File: config.mk
export PLATFORM = sky130hd
export DESIGN_NAME = aes_round_ctrl_flat
export DESIGN_NICKNAME = d
export VERILOG_FILES = /design/src/rtl/aes_round_ctrl_if.sv /design/src/rtl/aes_round_ctrl.sv /design/src/flat_wrapper.sv
export SDC_FILE = /design/constraint.sdc
export NUM_CORES = 1
export LEC_CHECK = 0
export CORE_AREA = 3 3 40 42
export DETAILED_ROUTE_END_ITERATION = 6
export DIE_AREA = 0 0 43 45
export GPL_ROUTABILITY_DRIVEN = 0
export GPL_TIMING_DRIVEN = 0
export MAX_ROUTING_LAYER = met4
export SLEW_MARGIN = 20
export SYNTH_ARGS = -nofsm -noshare
export SYNTH_HDL_FRONTEND = slang
export SYNTH_SLANG_ARGS = --single-unit
File: constraint.sdc
create_clock -name clk -period 2.2 [get_ports clk]
set_input_delay 0.44 -clock clk [delete_from_list [all_inputs] [get_ports clk]]
set_output_delay 0.44 -clock clk [all_outputs]
set_load 0.005 [all_outputs]
File: src/rtl/aes_round_ctrl_if.sv
// rtl/aes_round_ctrl_if.sv - control/status bundle between the AES round sequencer and its host
`timescale 1ns/1ps

interface aes_round_ctrl_if;
  logic       start;
  logic       abort;
  logic       key_ready;
  logic [3:0] round_cnt;
  logic       load_en;
  logic       add_key_en;
  logic       sub_shift_en;
  logic       mix_en;
  logic       busy;
  logic       done;

  modport master (
    output start, abort, key_ready,
    input  round_cnt, load_en, add_key_en, sub_shift_en, mix_en, busy, done
  );

  modport slave (
    input  start, abort, key_ready,
    output round_cnt, load_en, add_key_en, sub_shift_en, mix_en, busy, done
  );
endinterface

File: src/rtl/aes_round_ctrl.sv
// rtl/aes_round_ctrl.sv - AES round sequencer driving load/AddRoundKey/SubShift/MixColumns enables
`timescale 1ns/1ps

module aes_round_ctrl #(
  parameter int NUM_ROUNDS = 10
) (
  input  logic             clk,
  input  logic             rst,
  aes_round_ctrl_if.slave  bus
);

  typedef enum logic [2:0] {
    IDLE  = 3'd0,
    LOAD  = 3'd1,
    ROUND = 3'd2,
    FINAL = 3'd3,
    DONE  = 3'd4
  } state_t;

  localparam logic [3:0] LAST_ROUND   = 4'(NUM_ROUNDS);
  localparam logic [3:0] PENULT_ROUND = 4'(NUM_ROUNDS - 1);

  state_t     state;
  state_t     state_nxt;
  logic [3:0] rnd;
  logic [3:0] rnd_nxt;
  logic       start_q;
  logic       start_rise;

  // Only a fresh 0->1 on start launches; a held level never relaunches.
  assign start_rise = bus.start & ~start_q;

  // Previous start level, sampled every cycle regardless of state.
  always_ff @(posedge clk or posedge rst) begin
    if (rst) begin
      start_q <= 1'b0;
    end else begin
      start_q <= bus.start;
    end
  end

  // State and round index registers.
  always_ff @(posedge clk or posedge rst) begin
    if (rst) begin
      state <= IDLE;
      rnd   <= 4'd0;
    end else begin
      state <= state_nxt;
      rnd   <= rnd_nxt;
    end
  end

  // Next-state and datapath enables; key_ready gates every round-stage enable.
  always_comb begin
    state_nxt        = state;
    rnd_nxt          = rnd;
    bus.round_cnt    = rnd;
    bus.load_en      = 1'b0;
    bus.add_key_en   = 1'b0;
    bus.sub_shift_en = 1'b0;
    bus.mix_en       = 1'b0;
    bus.busy         = 1'b0;
    bus.done         = 1'b0;

    case (state)
      IDLE: begin
        rnd_nxt = 4'd0;
        if (start_rise && !bus.abort) begin
          state_nxt = LOAD;
        end
      end

      LOAD: begin
        // Initial whitening key is applied together with the block load.
        bus.load_en    = 1'b1;
        bus.add_key_en = 1'b1;
        bus.busy       = 1'b1;
        state_nxt      = ROUND;
        rnd_nxt        = 4'd1;
      end

      ROUND: begin
        bus.busy = 1'b1;
        if (bus.key_ready) begin
          bus.sub_shift_en = 1'b1;
          bus.mix_en       = 1'b1;
          bus.add_key_en   = 1'b1;
          rnd_nxt          = rnd + 4'd1;
          if (rnd == PENULT_ROUND) begin
            state_nxt = FINAL;
          end
        end
      end

      FINAL: begin
        // Last round omits MixColumns.
        bus.busy = 1'b1;
        if (bus.key_ready) begin
          bus.sub_shift_en = 1'b1;
          bus.add_key_en   = 1'b1;
          state_nxt        = DONE;
        end
      end

      DONE: begin
        bus.done  = 1'b1;
        state_nxt = IDLE;
        rnd_nxt   = 4'd0;
      end

      default: begin
        state_nxt = IDLE;
        rnd_nxt   = 4'd0;
      end
    endcase

    // Cancel wins over everything else once an operation is under way.
    if (bus.abort && (state != IDLE)) begin
      state_nxt = IDLE;
      rnd_nxt   = 4'd0;
    end
  end

  // Round index stays within the schedule and load never overlaps MixColumns.
  assert property (@(posedge clk) disable iff (rst) rnd <= LAST_ROUND);
  assert property (@(posedge clk) disable iff (rst) !(bus.load_en && bus.mix_en));

endmodule

File: src/flat_wrapper.sv
// flat-port wrapper written by rule: the top's interface ports become plain ports
module aes_round_ctrl_flat 
#(
  parameter int NUM_ROUNDS = 10
)
  (clk, rst, bus_start, bus_abort, bus_key_ready, bus_round_cnt, bus_load_en, bus_add_key_en, bus_sub_shift_en, bus_mix_en, bus_busy, bus_done);
  aes_round_ctrl_if bus_i ();
  input  logic clk;
  input  logic rst;
  input wire logic [$bits(bus_i.start)-1:0] bus_start;
  input wire logic [$bits(bus_i.abort)-1:0] bus_abort;
  input wire logic [$bits(bus_i.key_ready)-1:0] bus_key_ready;
  output wire logic [$bits(bus_i.round_cnt)-1:0] bus_round_cnt;
  output wire logic [$bits(bus_i.load_en)-1:0] bus_load_en;
  output wire logic [$bits(bus_i.add_key_en)-1:0] bus_add_key_en;
  output wire logic [$bits(bus_i.sub_shift_en)-1:0] bus_sub_shift_en;
  output wire logic [$bits(bus_i.mix_en)-1:0] bus_mix_en;
  output wire logic [$bits(bus_i.busy)-1:0] bus_busy;
  output wire logic [$bits(bus_i.done)-1:0] bus_done;
  assign bus_i.start = bus_start;
  assign bus_i.abort = bus_abort;
  assign bus_i.key_ready = bus_key_ready;
  assign bus_round_cnt = bus_i.round_cnt;
  assign bus_load_en = bus_i.load_en;
  assign bus_add_key_en = bus_i.add_key_en;
  assign bus_sub_shift_en = bus_i.sub_shift_en;
  assign bus_mix_en = bus_i.mix_en;
  assign bus_busy = bus_i.busy;
  assign bus_done = bus_i.done;
  aes_round_ctrl #(.NUM_ROUNDS(NUM_ROUNDS)) u_core (.clk(clk), .rst(rst), .bus(bus_i));
endmodule
* Word-level counts from Yosys, hierarchy flattened
Cells that the tools add are included.
** Word-level totals
- Register bits :: 8
- Bits of input ports :: 5
- Output and inout port bits :: 10
- Logic and storage cells :: 41
** Cells by class
- $add $sub $neg :: 1
- Equal/unequal tests :: 10
- Multiplexer cells :: 16
- Bitwise gates (word level) :: 2
- Reductions and logical operators :: 9
** Operators with widths (number)
- 3-bit two-way mux :: 5
- 3-bit case mux with 4 select lines :: 1
- 4-bit case mux with 3 select lines :: 1
- 4-bit two-way mux :: 2
- 3-bit by 2-bit == test with 1-bit output, second input constant :: 2
- 1-bit two-way mux :: 6
- 3-bit by 1-bit != test with 1-bit output, second input constant :: 2
- 3-bit by 2-bit != test with 1-bit output, second input constant :: 2
- 4-bit by 1-bit adder with 4-bit output, second input constant :: 1
- 4-bit == test, second input constant :: 1
- 4-bit AND reduction :: 1
- 3-bit by 1-bit == test with 1-bit output, second input constant :: 1
- 3-bit == test, second input constant :: 1
- 3-bit logical NOT :: 1
- 3-bit nonzero test :: 1
- 3-bit OR reduction :: 1
- 1-bit logical AND :: 2
- 2-bit by 1-bit != test with 1-bit output, second input constant :: 1
- 1-bit case mux with 2 select lines :: 1
- 2-bit AND reduction :: 1
- 2-bit OR reduction :: 1
- 1-bit bitwise AND :: 1
- 1-bit logical NOT :: 1
- 1-bit NOT :: 1

* Longest topological paths before layout
Gate-level depths: netlist (run 1).
- Depth in word-level cells :: 6
- Depth in mapped cells :: 5

* Least setup slack after synthesis (run 1)
No wires, ideal clock.
- Path kind :: reg2out
- Start :: reg u_core.state[0]
- End :: out bus_add_key_en
- Arrival time :: 0.813 ns
- Required time :: 1.760 ns
- Setup slack :: 0.947 ns
- Cell stages (with the launch flop) :: 4
- Buffers on the path :: 1
- Cell sequence :: dfrtp_1 > clkbuf_1 > nand2b_1 > a21oi_1
** On the way
- Cells in the longest elaborated chain, start to end :: 3
** Ends and longest elaborated chain
- from (decl) :: RTL line aes_round_ctrl.sv:23 : state_t state;
- from (signal assigned) :: RTL line aes_round_ctrl.sv:48 : state <= state_nxt;
- 3-bit by 2-bit == test with 1-bit output :: RTL line aes_round_ctrl.sv:65 : case (state)
- 2-bit OR reduction (no source line)
- 1-bit case mux with 2 select lines * :: RTL line aes_round_ctrl.sv:65
- to (decl) :: RTL line flat_wrapper.sv:15 : output wire logic [$bits(bus_i.add_key_en)-1:0] bus_add_key_en;
Mark *: on every way between the ends. The rest lies on a longest branch, timed or not.

* Worst setup path in the final report (run 1)
- Start :: reg u_core.state[2]
- End :: out bus_done
** On the way
- Cells in the longest elaborated chain, start to end :: 2
** Ends and longest elaborated chain
- 3-bit == test :: RTL line aes_round_ctrl.sv:65
- 1-bit two-way mux :: RTL line aes_round_ctrl.sv:65
- to (decl) :: RTL line flat_wrapper.sv:19 : output wire logic [$bits(bus_i.done)-1:0] bus_done;
Every way passes these cells.

==> results.cfg, run 1 <==
[finish]
fill_cells = 124
drive_gt1_share_pct = 6.15
final_cell_area_um2 = 627
final_util_pct = 48.8
n_antenna_cell = 0
fin_cells = 80
layout_commonest_cell = clkdlybuf4s50_1
area_growth_pct = 39.2
final_cell_mix = 13 x clkdlybuf4s50_1, 8 x dfrtp_1, 6 x nor2_1
layout.nets = 74

[clock_network]
clk-insertion-delay-late_ns = 0.25
htree_levels = 1
path_clk_slew_ns = 0.05
cts_sinks = 8
clk_path_buf_depth = 2
cts_root_buf = clkbuf_4
cts_buffers = 3
tritoncts = built
cts_setup_buffers = 0

[grt]
grt_pass1_vias = 366
grt_first_pass_wirelength_um = 1570
grt_usage_pct = 11.6
overflow = 0
grt_max_degree = 11
grt_antenna_before_repair = 0

[floorplan]
dieArea_mm2 = 0.00194
core_area_mm2 = 0.00128
rows = 13
start_util_pct = 35.1
die_width_um = 43
ioPinCount = 15
fp.dieH_um = 45

[placement]
dp.cells = 78
post-dp-hpwl_um = 731
pre_cts_ws_ns = -0.0806
post_dp_cell_area_um2 = 609
portBuffers = 14

[drt]
wl_um = 967
dr.pass1.iters = 4
drtAntennaViolNets = 0
vias_per_cell = 4.88
vias = 390
drt_iter0_drc = 21
drc_errors = 0
avgRoutedWirePerCell_um = 12.1

[worst_setup_path]
endpoint_kind = output port
start_kind = register
worstPathArrival_ns = 1.58
cp.required_ns = 1.76
path_max_fanout = 10
path_class = reg -> out

[logic_synthesis]
avgSynthCellArea_um2 = 9.19
yosys.area.top_type = dfrtp_1
synth.distinct_cells = 24
synth_area_leaders = dfrtp_1 44%, ha_1 5.6%, nor2_1 5.0%
synth_area_um2 = 450
synth_top_area_share_pct = 44.4
synthCells = 49
synth.yosys.seq_area_share_pct = 44.4
syn_nets = 56
ys_seq_elements = 8
yosys_warnings = 0

[sta]
finClkSkew_ns = 0.00145
whs_ns = 0.430
relSlewSlack_pct = 75.5
post-route-period-util_pct = 91.8
hold_viol_final = 0
fmax_ghz = 0.495
tns_ns = 0
setup_ws_ns = 0.181
rsz0062_at_grt = no
worst_pin_slew_ns = 0.367
period_needed_ns = 2.02
setup_viol = 0
slew_viol_final = 0

[power_and_ir_drop]
vdd_drop_max_mv = 0.373
power_density_mw_per_mm2 = 567
leakage_nw = 0.267
power.total_uw = 356

[min_path]
hold_class = in -> async

[job]
cap_violations = 0

[status]
status = complete, no violations
## critical path, cell delays in order (launching register included)
cell and delay [ns]:
dfrtp_1 0.34, clkbuf_1 0.31, and2_1 0.18, clkdlybuf4s50_1 0.49
## synth_stat cells
library cell and number:
nand3_1 1, o21ai_1 1, nand2_2 1, mux2_1 1, dfrtp_1 8, nor2_1 6
or3b_1 1, nor3_1 3, inv_1 2, a311oi_1 1, or3_1 2, nor4_1 1
clkbuf_1 2, nor3b_1 1, and4b_1 1, nor2b_1 2, o21ai_0 2, nand3b_1 1
and2_1 1, xor2_1 1, ha_1 2, nand2b_1 3, and3_1 2, a21oi_1 3
## cell type report
type                    count  area (um2)  share of cell area (%)
plain buffers               1        3.75                   0.599
clock buffers               3        22.5                    3.59
inverters                   2        7.51                    1.20
multi-input cells          37         235                    37.5
flip-flops and latches      8         200                    31.9
well taps                  15        18.8                    2.99
repair buffers             14         139                    22.2
## final timing paths
path                                             startpoint                                  end  slack (ns)  cells after the start
worst max-delay path            u_core.state[2]$_DFFE_PP0P_                             bus_done        0.18                      3
worst min-delay path                                    rst          u_core.state[2]$_DFFE_PP0P_        0.43                      2
worst max register to register  u_core.state[0]$_DFFE_PP0P_  u_core.bus.round_cnt[3]$_DFFE_PP0P_        0.91                      3
min in group clk                   u_core.start_q$_DFF_PP0_          u_core.state[0]$_DFFE_PP0P_        0.57                      3
max in group asynchronous                               rst  u_core.bus.round_cnt[2]$_DFFE_PP0P_        1.54                      2
worst min register to register     u_core.start_q$_DFF_PP0_          u_core.state[0]$_DFFE_PP0P_        0.57                      3
## cell families after synthesis
group	after synthesis	synth area share, %
compound gates	7	8.61
xor+xnor	1	1.94
fa+ha+maj	2	5.55
buf+inv	4	3.33
flops	8	44.4
mux	1	2.50
simple gates	26	33.6
## layer usage
metal	GRT usage (%)	wire length [um]
met3	4.78	46
met2	17.7	469
met4	5.42	0
met5	-	0
met1	13.4	451
## sequential cells by signal (all words and copies together) (netlist names)
name                  cells
u_core.bus.round_cnt      4
u_core.start_q            1
u_core.state              3
## power by group
part / internal [mW] / switching [mW]
clock network: 0.0624 / 0.0488
registers: 0.155 / 0.0138
logic: 0.0456 / 0.0301
## repair_timing
| action | CTS | global route |
|---|---|---|
| hold buffers | 0 | 0 |
| resized for setup | 1 | 0 |
| endpoints found under the setup margin | 3 | 3 |
Note: power is estimated with default switching activity, not from simulation.
==> run 2, diff against run 1 <==
==> constraint.sdc (replaced) <==
create_clock -name clk -period 2.5 [get_ports clk]
set_input_delay 0.5 -clock clk [delete_from_list [all_inputs] [get_ports clk]]
set_output_delay 0.5 -clock clk [all_outputs]
set_load 0.005 [all_outputs]
==> results.cfg, run 2 (synthesis gave the netlist of run 1 again) <==
[drt]
vias = 411
wl_um = 978
vias_per_cell = 5.07
drc_errors = 0
dr.pass1.iters = 4
drtAntennaViolNets = 0
avgRoutedWirePerCell_um = 12.1
drt_iter0_drc = 6

[grt]
grt_pass1_vias = 366
grt_busiest_layer = met2
grt_antenna_before_repair = 0
grt_usage_pct = 11.6
grt_use_met3_pct = 4.78
met1_usage_pct = 13.4
grt_max_degree = 11
overflow = 0
grt_first_pass_wirelength_um = 1570
use_met2_pct = 17.7

[sta]
slew_viol_final = 0
worst_pin_slew_ns = 0.374
finClkSkew_ns = 0.00131
rsz0062_at_grt = no
tns_ns = 0
setup_viol = 0
whs_ns = 0.487
period_needed_ns = 2.18
hold_viol_final = 0
post-route-period-util_pct = 87.4
fmax_ghz = 0.458
relSlewSlack_pct = 75.1

[clock_network]
clk-insertion-delay-late_ns = 0.25
cts_buffers = 3
path_clk_slew_ns = 0.05
cts_root_buf = clkbuf_4
clk_path_buf_depth = 2
cts_setup_buffers = 0
htree_levels = 1
tritoncts = built
cts_sinks = 8

[power_and_ir_drop]
leakage_nw = 0.276
power_density_mw_per_mm2 = 497
vdd_drop_max_mv = 0.328

[finish]
n_antenna_cell = 0
drive_gt1_share_pct = 6.06
area_growth_pct = 40.8
layout.nets = 75
layout_commonest_cell = clkdlybuf4s50_1
final_cell_mix = 13 x clkdlybuf4s50_1, 8 x dfrtp_1, 6 x nor2_1
largest_register_ffs = 4
final_cell_area_um2 = 634

[floorplan]
start_util_pct = 35.1
die_width_um = 43
rows = 13
core_area_mm2 = 0.00128
dieArea_mm2 = 0.00194
fp.dieH_um = 45
ioPinCount = 15

[worst_setup_path]
rr_worst_depth = 3
reg2reg_to = u_core.state[0]$_DFFE_PP0P_
start_kind = register
path_class = reg -> out
endpoint_kind = output port
path_max_fanout = 10
cp.required_ns = 2.00
r2r-start = u_core.state[1]$_DFFE_PP0P_
worstPathArrival_ns = 1.68
ff2ff_setup_slack_ns = 1.20

[placement]
post-dp-hpwl_um = 731
post_dp_cell_area_um2 = 609
portBuffers = 14

[status]
status = complete, no violations

[min_path]
hold_class = in -> async

[job]
cap_violations = 0
-- run 2: worst max path at each step --
stage / startpoint / end / slack (ns) / cells past startpoint
after floorplan: u_core.state[0]$_DFFE_PP0P_ / bus_add_key_en / 1.19 / 3
after global placement: bus_key_ready / bus_mix_en / 0.08 / 4
after detailed placement: bus_key_ready / bus_mix_en / 0.1 / 4
after CTS: bus_key_ready / bus_mix_en / 0.09 / 4
after global routing: u_core.state[0]$_DFFE_PP0P_ / bus_add_key_en / 0.14 / 4
final: u_core.state[0]$_DFFE_PP0P_ / bus_add_key_en / 0.32 / 4
-- run 2: power breakdown --
group          switching, mW  total (mW)  internal, mW  leakage (nW)
combinational         0.0312      0.0725        0.0413         0.154
sequential           0.00788       0.144         0.136         0.108
clock                 0.0438      0.0987        0.0549        0.0138
-- run 2: what timing repair did --
action                     in CTS  in global routing
gates resized for setup         0                  1
setup endpoints to repair       0                  1
hold buffers                    0                  0
-- run 2: area by class of cell --
type / instances / area (um2)
plain buffers: 2 / 7.51
clock buffers: 3 / 22.5
fillers: 124 / 651
inverters: 2 / 7.51
multi-input cells: 37 / 235
flip-flops and latches: 8 / 200
well taps: 15 / 18.8
repair buffers: 14 / 143
-- run 2: layer usage --
layer	up-vias	part of all wire, %
met5	-	0
met4	0	0
met3	0	7.5
met2	16	50
met1	187	42
li1	208	-
-- run 2: critical path, cell delays in order (launching register included) --
cell and delay [ns]:
dfrtp_1 0.33, clkbuf_1 0.30, nand2b_1 0.14, a21oi_1 0.14
clkdlybuf4s50_1 0.51
-- run 2: per-stage QoR --
stage,setup WS [ns],power [mW],cells,util [%]
after floorplan,1.19,0.179,49,-
after global placement,0.0810,0.221,78,47.4
after detailed placement,0.0994,0.220,78,47.4
after CTS,0.0949,0.320,81,49.2
after global routing,0.137,0.336,81,49.4
final,0.316,0.316,81,49.4
==> run 3, diff against run 2 <==
--- a/config.mk
+++ b/config.mk
@@ -5,9 +5,9 @@
 export SDC_FILE = /design/constraint.sdc
 export NUM_CORES = 1
 export LEC_CHECK = 0
-export CORE_AREA = 3 3 40 42
+export CORE_AREA = 2 2 39 41
 export DETAILED_ROUTE_END_ITERATION = 6
-export DIE_AREA = 0 0 43 45
+export DIE_AREA = 0 0 41 43
 export GPL_ROUTABILITY_DRIVEN = 0
 export GPL_TIMING_DRIVEN = 0
 export MAX_ROUTING_LAYER = met4
==> results.cfg, run 3 (synthesis gave the netlist of run 1 again) <==
[sta]
post-route-period-util_pct = 87.4
worst_pin_slew_ns = 0.372
fmax_ghz = 0.458
setup_viol = 0
hold_viol_final = 0
slew_viol_final = 0
whs_ns = 0.491
rsz0062_at_grt = no
period_needed_ns = 2.18
setup_ws_ns = 0.316
finClkSkew_ns = 0.00532
tns_ns = 0
relSlewSlack_pct = 75.2

[floorplan]
dieArea_mm2 = 0.00176
core_area_mm2 = 0.00138
start_util_pct = 32.5
die_width_um = 41
rows = 14
ioPinCount = 15
fp.dieH_um = 43

[placement]
dp.cells = 79
post-dp-hpwl_um = 695
pre_cts_ws_ns = 0.0736
post_dp_cell_area_um2 = 611
portBuffers = 14

[finish]
n_antenna_cell = 0
register_area_um2 = 200
multi_input_area_um2 = 235
largest_register_ffs = 4
final_cell_mix = 13 x clkdlybuf4s50_1, 8 x dfrtp_1, 6 x nor2_1
layout_commonest_cell = clkdlybuf4s50_1
drive_gt1_share_pct = 6.06
fill_cells = 147
final_util_pct = 45.9
final_cell_area_um2 = 636
fin_cells = 82
layout.nets = 75
area_growth_pct = 41.1

[worst_setup_path]
worstPathArrival_ns = 1.68
start_kind = register
path_class = reg -> out
cp.required_ns = 2.00
endpoint_kind = output port
path_max_fanout = 10

[drt]
vias_per_cell = 4.95
wl_um = 925
vias = 406
drc_errors = 0
dr.pass1.iters = 2
drt_iter0_drc = 2
drtAntennaViolNets = 0
avgRoutedWirePerCell_um = 11.3

[clock_network]
clk_path_buf_depth = 2
cts_setup_buffers = 0
path_clk_slew_ns = 0.05
tritoncts = built
ctsHoldBuffers = 0
cts_sinks = 8
cts_buffers = 3
clk-insertion-delay-late_ns = 0.26
cts_root_buf = clkbuf_4
htree_levels = 1

[grt]
grt_first_pass_wirelength_um = 1640
grt_usage_pct = 15.0
grt_pass1_vias = 344
grt_max_degree = 11
grt_antenna_before_repair = 0
overflow = 0

[min_path]
hold_class = in -> async

[power_and_ir_drop]
leakage_nw = 0.276
power.total_uw = 314
vdd_drop_max_mv = 0.217
power_density_mw_per_mm2 = 493

[status]
status = complete, no violations

[job]
cap_violations = 0
-- run 3: where the power goes --
part | internal (mW) | switching, mW | leakage (nW)
registers | 0.137 | 0.00721 | 0.108
logic | 0.0412 | 0.0308 | 0.154
clock network | 0.0549 | 0.0431 | 0.0138
-- run 3: path summary, 6_finish.rpt --
path	from	end	slack, ns	depth (start not counted)
min reg2reg	u_core.start_q$_DFF_PP0_	u_core.state[0]$_DFFE_PP0P_	0.57	3
min	rst	u_core.bus.round_cnt[1]$_DFFE_PP0P_	0.49	2
max	u_core.state[0]$_DFFE_PP0P_	bus_add_key_en	0.32	4
max in group asynchronous	rst	u_core.state[1]$_DFFE_PP0P_	1.77	2
max reg2reg	u_core.state[0]$_DFFE_PP0P_	u_core.bus.round_cnt[0]$_DFFE_PP0P_	1.21	3
min in group clk	u_core.start_q$_DFF_PP0_	u_core.state[0]$_DFFE_PP0P_	0.57	3
-- run 3: area by class of cell --
class                   count  share of cell area [%]
flip-flops and latches      8                    31.5
inverters                   2                    1.18
repair buffers             14                    22.4
clock buffers               3                    3.54
plain buffers               2                    1.18
multi-input cells          37                    37.0
well taps                  16                    3.15
-- run 3: repair_timing --
| item | in CTS | in global routing |
|---|---|---|
| gates resized for setup | 0 | 1 |
| setup endpoints to repair | 0 | 1 |
| hold endpoints to repair | 0 | 0 |
-- run 3: layer usage --
layer | vias up | GRT usage (%) | part of all wire, % | routed length [um]
li1 | 205 | - | - | -
met4 | 0 | 6.00 | 1.8 | 17
met1 | 189 | 21.5 | 43 | 402
met3 | 4 | 9.42 | 5.8 | 54
met2 | 8 | 16.3 | 49 | 451
met5 | - | - | 0 | 0
-- run 3: critical path, stage by stage, from the launching register on --
cell and delay [ns]:
dfrtp_1 0.33, clkbuf_1 0.30, nand2b_1 0.16, a21oi_1 0.14, clkdlybuf4s50_1 0.51
